--- config.mk ---
export PLATFORM = sky130hd
export DESIGN_NAME = fetch_unit
export DESIGN_NICKNAME = d
export VERILOG_FILES = /design/src/rtl/fetch_pkg.sv /design/src/rtl/static_predictor.sv /design/src/rtl/fetch_unit.sv
export SDC_FILE = /design/constraint.sdc
export NUM_CORES = 1
export LEC_CHECK = 0
export CORE_MARGIN = 2
export CORE_UTILIZATION = 53
export DETAILED_ROUTE_END_ITERATION = 8
export GPL_ROUTABILITY_DRIVEN = 0
export HOLD_SLACK_MARGIN = 0.12
export PLACE_DENSITY = 0.93
export SLEW_MARGIN = 20
export SYNTH_ARGS = -nofsm -noshare
export SYNTH_HDL_FRONTEND = slang
export SYNTH_HIERARCHICAL = 1
export SYNTH_SLANG_ARGS = --single-unit
--- constraint.sdc ---
create_clock -name clk -period 3.4 [get_ports clk]
set_input_delay 0.68 -clock clk [delete_from_list [all_inputs] [get_ports clk]]
set_output_delay 0.68 -clock clk [all_outputs]
set_load 0.03 [all_outputs]
--- src/rtl/fetch_pkg.sv ---
// Shared types and constants for the instruction fetch stage.
package fetch_pkg;
  localparam int DATA_SIZE        = 64;
  localparam int INSTRUCTION_SIZE = 32;

  localparam logic [6:0] OPCODE_JAL    = 7'b1101111;
  localparam logic [6:0] OPCODE_BRANCH = 7'b1100011;

  typedef enum logic [1:0] {
    FETCH,
    WAIT,
    DROP
  } fetch_state_e;

  typedef struct packed {
    logic [INSTRUCTION_SIZE-1:0] instruction;
    logic [DATA_SIZE-1:0]        pc;
    logic                        branch_taken;
    logic [DATA_SIZE-1:0]        pred_target;
  } fetch_packet_t;
endpackage

--- src/rtl/static_predictor.sv ---
// Combinational static predictor: JAL and backward conditional branches are taken,
// everything else falls through to pc+4.
module static_predictor
  import fetch_pkg::*;
#(
  parameter int ADDR_WIDTH = DATA_SIZE
) (
  input  logic [INSTRUCTION_SIZE-1:0] instruction,
  input  logic [ADDR_WIDTH-1:0]       pc,
  output logic                        taken,
  output logic [ADDR_WIDTH-1:0]       target
);
  logic [ADDR_WIDTH-1:0] imm_j;
  logic [ADDR_WIDTH-1:0] imm_b;

  assign imm_j = {{(ADDR_WIDTH-20){instruction[31]}}, instruction[19:12], instruction[20],
                  instruction[30:21], 1'b0};
  assign imm_b = {{(ADDR_WIDTH-12){instruction[31]}}, instruction[7], instruction[30:25],
                  instruction[11:8], 1'b0};

  always_comb begin
    taken  = 1'b0;
    target = pc + ADDR_WIDTH'(4);
    if (instruction[6:0] == OPCODE_JAL) begin
      taken  = 1'b1;
      target = pc + imm_j;
    end else if (instruction[6:0] == OPCODE_BRANCH && instruction[31]) begin
      taken  = 1'b1;
      target = pc + imm_b;
    end
  end
endmodule

--- src/rtl/fetch_unit.sv ---
// Instruction fetch stage: PC ownership, one-outstanding imem requests, output register
// plus one-entry skid buffer. Static prediction is enabled by FETCH_STATIC_PREDICT_EN.
module fetch_unit
  import fetch_pkg::*;
#(
  parameter logic [DATA_SIZE-1:0] RESET_PC   = 64'h0,
  parameter int                   ADDR_WIDTH = DATA_SIZE
) (
  input  logic                        clk,
  input  logic                        reset,
  input  logic                        stall,
  input  logic                        redirect_valid,
  input  logic [ADDR_WIDTH-1:0]       redirect_pc,
  output logic                        imem_req_valid,
  output logic [ADDR_WIDTH-1:0]       imem_req_addr,
  input  logic                        imem_req_ready,
  input  logic                        imem_resp_valid,
  input  logic [INSTRUCTION_SIZE-1:0] imem_resp_data,
  output logic                        out_valid,
  output logic [INSTRUCTION_SIZE-1:0] out_instruction,
  output logic [ADDR_WIDTH-1:0]       out_pc,
  output logic                        out_branch_taken,
  output logic [ADDR_WIDTH-1:0]       out_pred_target
);
  fetch_state_e          state_reg, state_next;
  logic [ADDR_WIDTH-1:0] pc_reg, pc_next;
  fetch_packet_t         out_reg, out_next, skid_reg, skid_next, resp_pkt;
  logic                  out_valid_reg, out_valid_next, skid_valid_reg, skid_valid_next;
  logic                  pred_taken;
  logic [ADDR_WIDTH-1:0] pred_target;
  logic                  out_free, resp_accept;

`ifdef FETCH_STATIC_PREDICT_EN
  static_predictor #(.ADDR_WIDTH(ADDR_WIDTH)) u_predictor (
    .instruction(imem_resp_data),
    .pc         (pc_reg),
    .taken      (pred_taken),
    .target     (pred_target)
  );
`else
  assign pred_taken  = 1'b0;
  assign pred_target = pc_reg + ADDR_WIDTH'(4);
`endif

  assign resp_pkt = '{instruction: imem_resp_data, pc: pc_reg,
                      branch_taken: pred_taken, pred_target: pred_target};

  assign imem_req_valid = (state_reg == FETCH) && !skid_valid_reg && !redirect_valid && !reset;
  assign imem_req_addr  = pc_reg;
  assign out_free       = !out_valid_reg || !stall;
  assign resp_accept    = (state_reg == WAIT) && imem_resp_valid;

  always_comb begin
    state_next      = state_reg;
    pc_next         = pc_reg;
    out_next        = out_reg;
    out_valid_next  = out_valid_reg;
    skid_next       = skid_reg;
    skid_valid_next = skid_valid_reg;
    if (redirect_valid) begin
      out_valid_next  = 1'b0;
      skid_valid_next = 1'b0;
      pc_next         = redirect_pc;
      // An outstanding request either answers now (dropped here) or must be drained in DROP.
      if (state_reg == WAIT || state_reg == DROP) begin
        state_next = imem_resp_valid ? FETCH : DROP;
      end else begin
        state_next = FETCH;
      end
    end else begin
      if (out_free) begin
        if (skid_valid_reg) begin
          out_next        = skid_reg;
          out_valid_next  = 1'b1;
          skid_valid_next = 1'b0;
        end else if (resp_accept) begin
          out_next       = resp_pkt;
          out_valid_next = 1'b1;
        end else begin
          out_valid_next = 1'b0;
        end
      end else if (resp_accept) begin
        skid_next       = resp_pkt;
        skid_valid_next = 1'b1;
      end
      case (state_reg)
        FETCH: if (imem_req_valid && imem_req_ready) state_next = WAIT;
        WAIT: begin
          if (imem_resp_valid) begin
            state_next = FETCH;
            pc_next    = resp_pkt.pred_target;
          end
        end
        DROP: if (imem_resp_valid) state_next = FETCH;
        default: state_next = FETCH;
      endcase
    end
  end

  always_ff @(posedge clk) begin
    if (reset) begin
      state_reg      <= FETCH;
      pc_reg         <= RESET_PC;
      out_reg        <= '0;
      out_valid_reg  <= 1'b0;
      skid_reg       <= '0;
      skid_valid_reg <= 1'b0;
    end else begin
      state_reg      <= state_next;
      pc_reg         <= pc_next;
      out_reg        <= out_next;
      out_valid_reg  <= out_valid_next;
      skid_reg       <= skid_next;
      skid_valid_reg <= skid_valid_next;
    end
  end

  assign out_valid        = out_valid_reg;
  assign out_instruction  = out_reg.instruction;
  assign out_pc           = out_reg.pc;
  assign out_branch_taken = out_reg.branch_taken;
  assign out_pred_target  = out_reg.pred_target;
endmodule

* Word-level counts from Yosys, hierarchy flattened
Index checks and enable logic that the tools add are counted.
** Storage, ports and cells
- Flip-flop bits (word level) :: 389
- Bits of input ports :: 102
- Output and inout port bits :: 227
- Logic and storage cells :: 54
** Cells by class
- $add $sub $neg :: 1
- Equal/unequal tests :: 4
- Multiplexer cells :: 13
- Bitwise logic cells :: 2
- Reductions and logical operators :: 23
** Operators with widths (number)
- 161-bit 2-to-1 mux :: 2
- 64-bit 2-to-1 mux :: 3
- 64-bit by 3-bit adder with 64-bit output, second input constant :: 1
- 2-bit 2-to-1 mux :: 5
- 3-bit AND reduction :: 2
- 2-bit nonzero test :: 3
- 1-bit logical AND :: 5
- 1-bit logical NOT :: 5
- 2-bit case mux with 2 select lines :: 1
- 2-bit AND reduction :: 2
- 2-bit OR reduction :: 2
- 3-bit by 1-bit != test with 1-bit output, second input constant :: 1
- 3-bit by 2-bit != test with 1-bit output, second input constant :: 1
- 3-bit OR reduction :: 1
- 2-bit by 1-bit == test with 1-bit output, second input constant :: 1
- 2-bit == test, second input constant :: 1
- 2-bit logical NOT :: 1
- 1-bit logical OR :: 2
- 1-bit 2-to-1 mux :: 2
- 1-bit NOT :: 2

* Depth between registers and ports, before layout
Gate-level depths: netlist (run 1).
- Depth in word-level cells :: 8
- Mapped depth :: 10
- Gate-level depth less buffers :: 8

* Worst setup path after synthesis (run 1)
No wires, ideal clock.
- Path kind :: register to register
- From :: reg pc_reg[3], in the netlist imem_req_addr[3]
- To :: reg out_reg, in the netlist out_pred_target[52]
- Setup time :: 0.132 ns
- Arrival :: 2.638 ns
- Data required time :: 3.268 ns
- Path slack :: 0.629 ns
- Cell stages (with the launch flop) :: 10
- Path buffers :: 2
- Clock period less this slack :: 2.771 ns
- Cell sequence :: dfxtp_1 ha_1 and3_1 clkbuf_1 nand4_2 or4_4 buf_6 o31a_2 o21ai_0 a31oi_1
** On the way
- Longest elaborated chain between the ends :: 3
** Ends and longest elaborated chain
- start: declaration :: line fetch_unit.sv:26 : logic [ADDR_WIDTH-1:0] pc_reg, pc_next;
- start signal: assignment :: line fetch_unit.sv:110 : pc_reg <= pc_next;
- 64-bit by 3-bit adder with 64-bit output :: line fetch_unit.sv:42 : assign pred_target = pc_reg + ADDR_WIDTH'(4);
- 161-bit 2-to-1 mux :: line fetch_unit.sv:76 : end else if (resp_accept) begin
- 161-bit 2-to-1 mux :: line fetch_unit.sv:72 : if (skid_valid_reg) begin
- end signal: assignment :: line fetch_unit.sv:111 : out_reg <= out_next;
- end: declaration :: line fetch_unit.sv:27 : fetch_packet_t out_reg, out_next, skid_reg, skid_next, resp_pkt;
No other way between the ends. The select of a mux whose other input is x is not followed.
A chain may end at the register's enable or synchronous reset.

* Final worst setup path (run 1)
- From :: reg skid_valid_reg
- To :: out imem_req_valid
** On the way
- Longest elaborated chain between the ends :: 4
** Ends and longest elaborated chain
- start: declaration :: line fetch_unit.sv:28 : logic out_valid_reg, out_valid_next, skid_valid_reg, skid_valid_next;
- start signal: assignment :: line fetch_unit.sv:114 : skid_valid_reg <= skid_valid_next;
- 1-bit logical NOT :: line fetch_unit.sv:48 : assign imem_req_valid = (state_reg == FETCH) && !skid_valid_reg && !redirect_valid && !reset;
- 1-bit logical AND (3 in a row) :: line fetch_unit.sv:48
- end: declaration :: line fetch_unit.sv:14 : output logic imem_req_valid,
No other way between the ends.

==> results of run 1 <==
==> metal layers <==
metal	part of all wire	track usage	vias up
met4	0.051	0.138	0
li1	-	-	7782
met2	0.45	0.501	1171
met3	0.12	0.0822	250
met5	0	0	-
met1	0.39	0.398	7934
==> final timing paths <==
check             cells past startpoint             endpoint  slack, ps           startpoint
hold reg to reg                       2  out_pred_target[28]        450  out_pred_target[28]
setup / recovery                      2       imem_req_valid        170       skid_valid_reg
hold / removal                        2    imem_req_addr[11]        420                reset
setup reg to reg                      6    imem_req_addr[57]        260    imem_req_addr[27]
==> critical path, cell delays in order, from the launching register on <==
cell and delay (ps):
dfxtp_4 530, nor4b_1 680, clkdlybuf4s50_1 790
==> per-stage QoR <==
stage | area [um^2] | instances
2_1_floorplan | 17500 | 2133
3_3_place_gp | 20700 | 2731
4_1_cts | 22000 | 2803
3_5_place_dp | 20700 | 2731
6_report | 22000 | 2803
5_1_grt | 22000 | 2803
==> cell usage in the layout, fill, tap and decap left out, types with 5 or more instances in the layout <==
cell type,n
nor3_1,67
xor2_1,23
clkbuf_1,5
and4_1,7
buf_4,46
a211oi_1,160
nor4_1,29
and3_1,11
or3_1,8
a21oi_1,158
nor2_1,254
clkdlybuf4s50_1,325
inv_1,12
nand2_1,354
clkinv_2,9
dfxtp_1,383
mux2i_1,116
clkbuf_8,9
nand2b_1,6
o21a_1,5
or4_1,6
o21ai_0,51
buf_12,6
a31oi_1,23
nand4_1,32
xnor2_1,82
nand3_1,52
clkbuf_16,43
==> area by class of cell <==
| cell class | count | area share |
|---|---|---|
| multi-input combinational | 1512 | 0.393 |
| sequential | 384 | 0.349 |
| timing repair buffer | 379 | 0.170 |
| clock buffer | 57 | 0.0553 |
| tap | 442 | 0.0251 |
| clock inverter | 15 | 0.00528 |
| inverter | 14 | 0.00238 |
==> where the power goes <==
group,total (mW),internal (mW),switching [mW]
clock network,4.42,2.58,1.84
logic,0.941,0.394,0.547
registers,4.71,4.58,0.132
==> cells by family (layout without fill, tap and decap cells) <==
kind of cell | Yosys count | in the layout | synth area share
and+or+nand+nor | 853 | 853 | 0.217
muxes | 116 | 116 | 0.0664
DFF | 384 | 384 | 0.440
AOI/OAI and AO/OA | 434 | 434 | 0.157
other | 1 | 1 | 0.000215
buffers and inverters | 237 | 465 | 0.0648
xor gates and xnor gates | 105 | 105 | 0.0526
adders and majority gates | 3 | 3 | 0.00215
==> results by group, run 1 <==
Worst setup path
  – Crit Path Max Fanout: 36
  – Worst setup path category: reg -> out
  – Worst Path Arrival: 2550 ps
  – Crit path required time: approximately 2700 ps
  – Worst setup EP type: output port
  – CP Launch Type: register

Logic synthesis
  – Main area contributors after synthesis: dfxtp_1 (44%), nand2_1 (7.6%), a211oi_1 (6.9%)
  – Sequential share of the synthesized area: 0.440
  – Area share of the largest cell type after synthesis: 0.440
  – Synth warn: 6
  – Most common cell in the netlist: dfxtp_1
  – Unique masters post-synth: 65
  – List of most frequent post-synthesis cells: dfxtp_1 (384), nand2_1 (354), nor2_1 (254)
  – Cell taking the most area after synthesis: dfxtp_1
  – EDFF count, synth: 0
  – Post-Syn Area: between 0.015 and 0.02 mm^2
  – Async SR Flop Fraction: 0
  – Synthesized area per cell: around 8.2 um^2
  – Syn Nets: 2238
  – Post-Syn Instances: between 2000 and 2500
  – Top_reg_cell synth: dfxtp_1
  – FF+latch count, synth: approximately 380

Clocking
  – Clock Path Buffers: 3
  – Clock sinks: roughly 380
  – Buffer count from post-CTS setup fixing: 0
  – H-tree Lvls: 2
  – Clk slew on worst S/H paths: 70 ps
  – Cts hold-fix bufs: 0
  – Worst skew pair latency: around 550 ps
  – Resized cells post-CTS: 0
  – CTS tree: built
  – Total CTS buffers: ~40
  – Clock root cell: clkbuf_16

Global route
  – Largest net degree at the start of global routing: 128
  – Gr ovfl total: 0
  – First-pass GRT wire length: 86600 um
  – Vias in the first global route: between 15000 and 20000
  – Initial antenna violation count: 0
  – Overall Global Routing Usage: 0.313

Place
  – # port buffers: roughly 330
  – Dpl ws: about 440 ps
  – Post-DP HPWL: 38200 um

Layout
  – Share of cells above drive strength 1: 0.0618
  – Nets: around 2400
  – Diodes inserted: 0
  – Storage cell area: ~0.0077 mm^2
  – Max reg flops: about 160
  – Fillers: between 2000 and 2500
  – Multi-input logic area: 0.00867 mm^2
  – Finished Core Util: 0.677
  – Syn-to-layout area delta: 26.1%

Timing
  – Fin crit period: roughly 3200 ps
  – Final hold slack: around 420 ps
  – Fin crit share: 0.951
  – RSZ-0062 raised after global routing: false
  – Slew margin rel.: 0.246
  – Hold Vio Cnt, Final: 0
  – Slew Viols, Final: 0
  – Final Setup Violations: 0
  – PnR worst setup slack: 168 ps
  – Worst-margin pin slew: roughly 1100 ps
  – Fin Setup TNS: 0 ps
  – Max Fclk: between 0.3 and 0.4 GHz
  – Clock skew: 22.1 ps

Floorplan
  – Full die area: roughly 0.034 mm^2
  – Starting density of the core: 0.537
  – Top Ports: between 300 and 400
  – Row count: 66
  – Die H: about 190 um
  – Core area: between 0.03 and 0.04 mm^2
  – Die W: ~190 um

Drt
  – DR vias: 17137
  – Routed Antenna Nets: 0
  – Mean routed wirelength per cell: approximately 20 um
  – Initial DRC count: between 1500 and 2000
  – Routed vias/inst: roughly 6.1
  – DRC: 0
  – 1st-pass router iterations: 7
  – Final wirelength: roughly 56000 um

Pwr
  – Worst VDD drop: between 0.3 and 0.4 mV
  – Total power: just over 10 mW
  – P_leak: approximately 6.9 nW
  – PwrDens: roughly 460 mW/mm^2

Run status
  – Status: complete, no violations

Run
  – Max cap viols: 0

Hold path
  – Hold WC Path Type: in -> reg
No activity file was read; power rests on OpenSTA's default activity.
==> run 2: changes to the inputs <==
--- a/config.mk
+++ b/config.mk
@@ -6,11 +6,12 @@
 export NUM_CORES = 1
 export LEC_CHECK = 0
 export CORE_MARGIN = 2
-export CORE_UTILIZATION = 53
+export CORE_UTILIZATION = 48
 export DETAILED_ROUTE_END_ITERATION = 8
 export GPL_ROUTABILITY_DRIVEN = 0
 export HOLD_SLACK_MARGIN = 0.12
-export PLACE_DENSITY = 0.93
+export PLACE_DENSITY = 0.89
+export SKIP_CTS_REPAIR_TIMING = 1
 export SLEW_MARGIN = 20
 export SYNTH_ARGS = -nofsm -noshare
 export SYNTH_HDL_FRONTEND = slang
==> constraint.sdc (replaced) <==
create_clock -name clk -period 2.9 [get_ports clk]
set_input_delay 0.58 -clock clk [delete_from_list [all_inputs] [get_ports clk]]
set_output_delay 0.58 -clock clk [all_outputs]
set_load 0.03 [all_outputs]
==> run 2 against run 1 <==
  * Routed wire length increased by 1.1%
  * Critical endpoint is now imem_req_addr[59]
  * Cell area rose by 2.7%
  * Setup slack worse by 57 ps
  * Global-route usage shrank 2.6 points
  * Sequential power grew 16%
  * Register-to-register slack worse by 150 ps
==> results by group, run 2 (same netlist as run 1, synthesis figures left out) <==
Floorplan
  – Top Ports: about 330
  – Die W: between 150 and 200 um
  – Row count: between 60 and 70
  – Core area: 0.0357 mm^2
  – Die H: approximately 190 um
  – Full die area: roughly 0.038 mm^2
  – Starting density of the core: 0.489

Drt
  – Final wirelength: between 50000 and 60000 um
  – Routed vias/inst: between 5 and 6
  – DRC: 0
  – 1st-pass router iterations: 6
  – Initial DRC count: approximately 1800
  – Routed Antenna Nets: 0
  – DR vias: ~17000
  – Mean routed wirelength per cell: a little under 20 um

Run status
  – Status: complete, no violations

Worst setup path
  – Crit-path max cell delay: about 590 ps
  – Worst reg-to-reg path cell count: 6
  – Critical Path End: imem_req_addr[59]
  – Worst setup EP type: register
  – Worst setup path category: reg -> reg
  – Crit path required time: 3350 ps
  – Reg-to-Reg Start: imem_req_addr[41]
  – Slowest cell on the critical path: or4_1
  – Worst Path Arrival: between 3000 and 4000 ps
  – Critical-path cell list: nand4_1 -> or4_1 -> or2_0 -> nor4_1 -> xnor2_1 -> a211oi_1
  – Crit Path Max Fanout: 8
  – CP Launch Type: register
  – Setup crit start: imem_req_addr[41]
  – Reg2reg setup slack: roughly 110 ps
  – Critical R2R Capture: imem_req_addr[59]

Layout
  – Commonest non-fill, non-tap cell in the layout: dfxtp_1
  – Syn-to-layout area delta: 29.6%
  – Max reg flops: 158
  – Share of cells above drive strength 1: 0.0815
  – Most frequent cells in the layout: dfxtp_1 (383), nand2_1 (354), clkdlybuf4s50_1 (324), nor2_1 (254), a211oi_1 (160)
  – Nets: approximately 2500
  – Diodes inserted: 0

Timing
  – Final Setup Violations: 0
  – RSZ-0062 raised after global routing: false
  – Hold Vio Cnt, Final: 0
  – Slew Viols, Final: 0
  – PnR worst setup slack: 111 ps
  – Fin crit share: 0.962
  – Final hold slack: roughly 450 ps
  – Worst-margin pin slew: 936 ps
  – Fin Setup TNS: 0 ps
  – Max Fclk: between 0.3 and 0.4 GHz
  – Clock skew: roughly 18 ps
  – Slew margin rel.: 0.376
  – Fin crit period: 2790 ps

Global route
  – Vias in the first global route: 16127
  – Overall Global Routing Usage: 0.288
  – Largest net degree at the start of global routing: between 200 and 250
  – Initial antenna violation count: 0
  – First-pass GRT wire length: 88900 um
  – Gr ovfl total: 0

Hold path
  – Hold WC Path Type: reg -> reg

Clocking
  – Clock root cell: clkbuf_16
  – H-tree Lvls: 2
  – Clock Path Buffers: 3
  – Clock sinks: around 380
  – Clk slew on worst S/H paths: approximately 60 ps
  – Worst skew pair latency: approximately 550 ps
  – Total CTS buffers: 42
  – CTS tree: built

Place
  – Dpl ws: around 150 ps
  – # port buffers: 327
  – Post-DP HPWL: around 40000 um

Pwr
  – Worst VDD drop: 0.379 mV
  – P_leak: roughly 7.3 nW
  – PwrDens: about 530 mW/mm^2
  – Total power: roughly 12 mW

Run
  – Max cap viols: 0
==> run 2: cell types whose count changed in the layout (fill, tap and decap cells not counted), moves of 2 or more <==
cell | before | now
buf_4 | 46 | 88
clkinv_4 | 2 | 0
clkbuf_1 | 5 | 12
clkbuf_16 | 43 | 45
clkinvlp_4 | 2 | 0
clkinv_2 | 9 | 6
buf_12 | 6 | 16
==> run 2: per-stage QoR <==
step                instance area [um^2]  cells   util
finish                             22600   2877  0.634
global route                       22600   2877  0.634
CTS                                22600   2877  0.633
detailed placement                 21200   2802  0.594
global placement                   21200   2802  0.594
floorplan                          17500   2133      -
==> run 2: worst min-delay path by stage <==
stage | from | to | slack [ps] | cells after the start
6_report | out_pred_target[38] | out_pred_target[38] | 450 | 2
5_1_grt | out_pred_target[24] | out_pred_target[24] | 460 | 2
4_1_cts | out_pred_target[38] | out_pred_target[38] | 450 | 2
3_5_place_dp | out_pred_target[38] | out_pred_target[38] | 440 | 2
3_3_place_gp | out_pred_target[38] | out_pred_target[38] | 430 | 2
2_1_floorplan | skid_reg[34] | skid_reg[34] | 430 | 2
==> run 2: area by class of cell <==
type                            instances  area, um^2
Fill cell                            2820       13100
Sequential cell                       384        7690
Tap cell                              461         577
Clock buffer                           67        1310
Timing Repair Buffer                  431        4260
Clock inverter                          8        68.8
Multi-Input combinational cell       1512        8690
Inverter                               14        52.6
==> run 2: routing by layer <==
layer  vias up  GRT usage  part of all wire
met4         0      0.120             0.045
met2       977      0.455              0.45
met3       220     0.0630              0.10
li1       7862          -                 -
met5         -          0                 0
met1      8043      0.381              0.41
==> run 2: power breakdown <==
part | total [mW] | internal, mW | switching [mW]
Sequential | 5.47 | 5.37 | 0.102
Combinational | 1.20 | 0.500 | 0.697
Clock | 5.32 | 3.17 | 2.14
Total | 12.0 | 9.04 | 2.94
==> run 2: worst max-delay path: cells and delay by family, from the launching register on <==
kind	cells	cell delay, ps
XOR/XNOR	1	130
AO/OA/AOI/OAI	1	260
AND/OR/NAND/NOR	4	1720
flip-flops	1	570
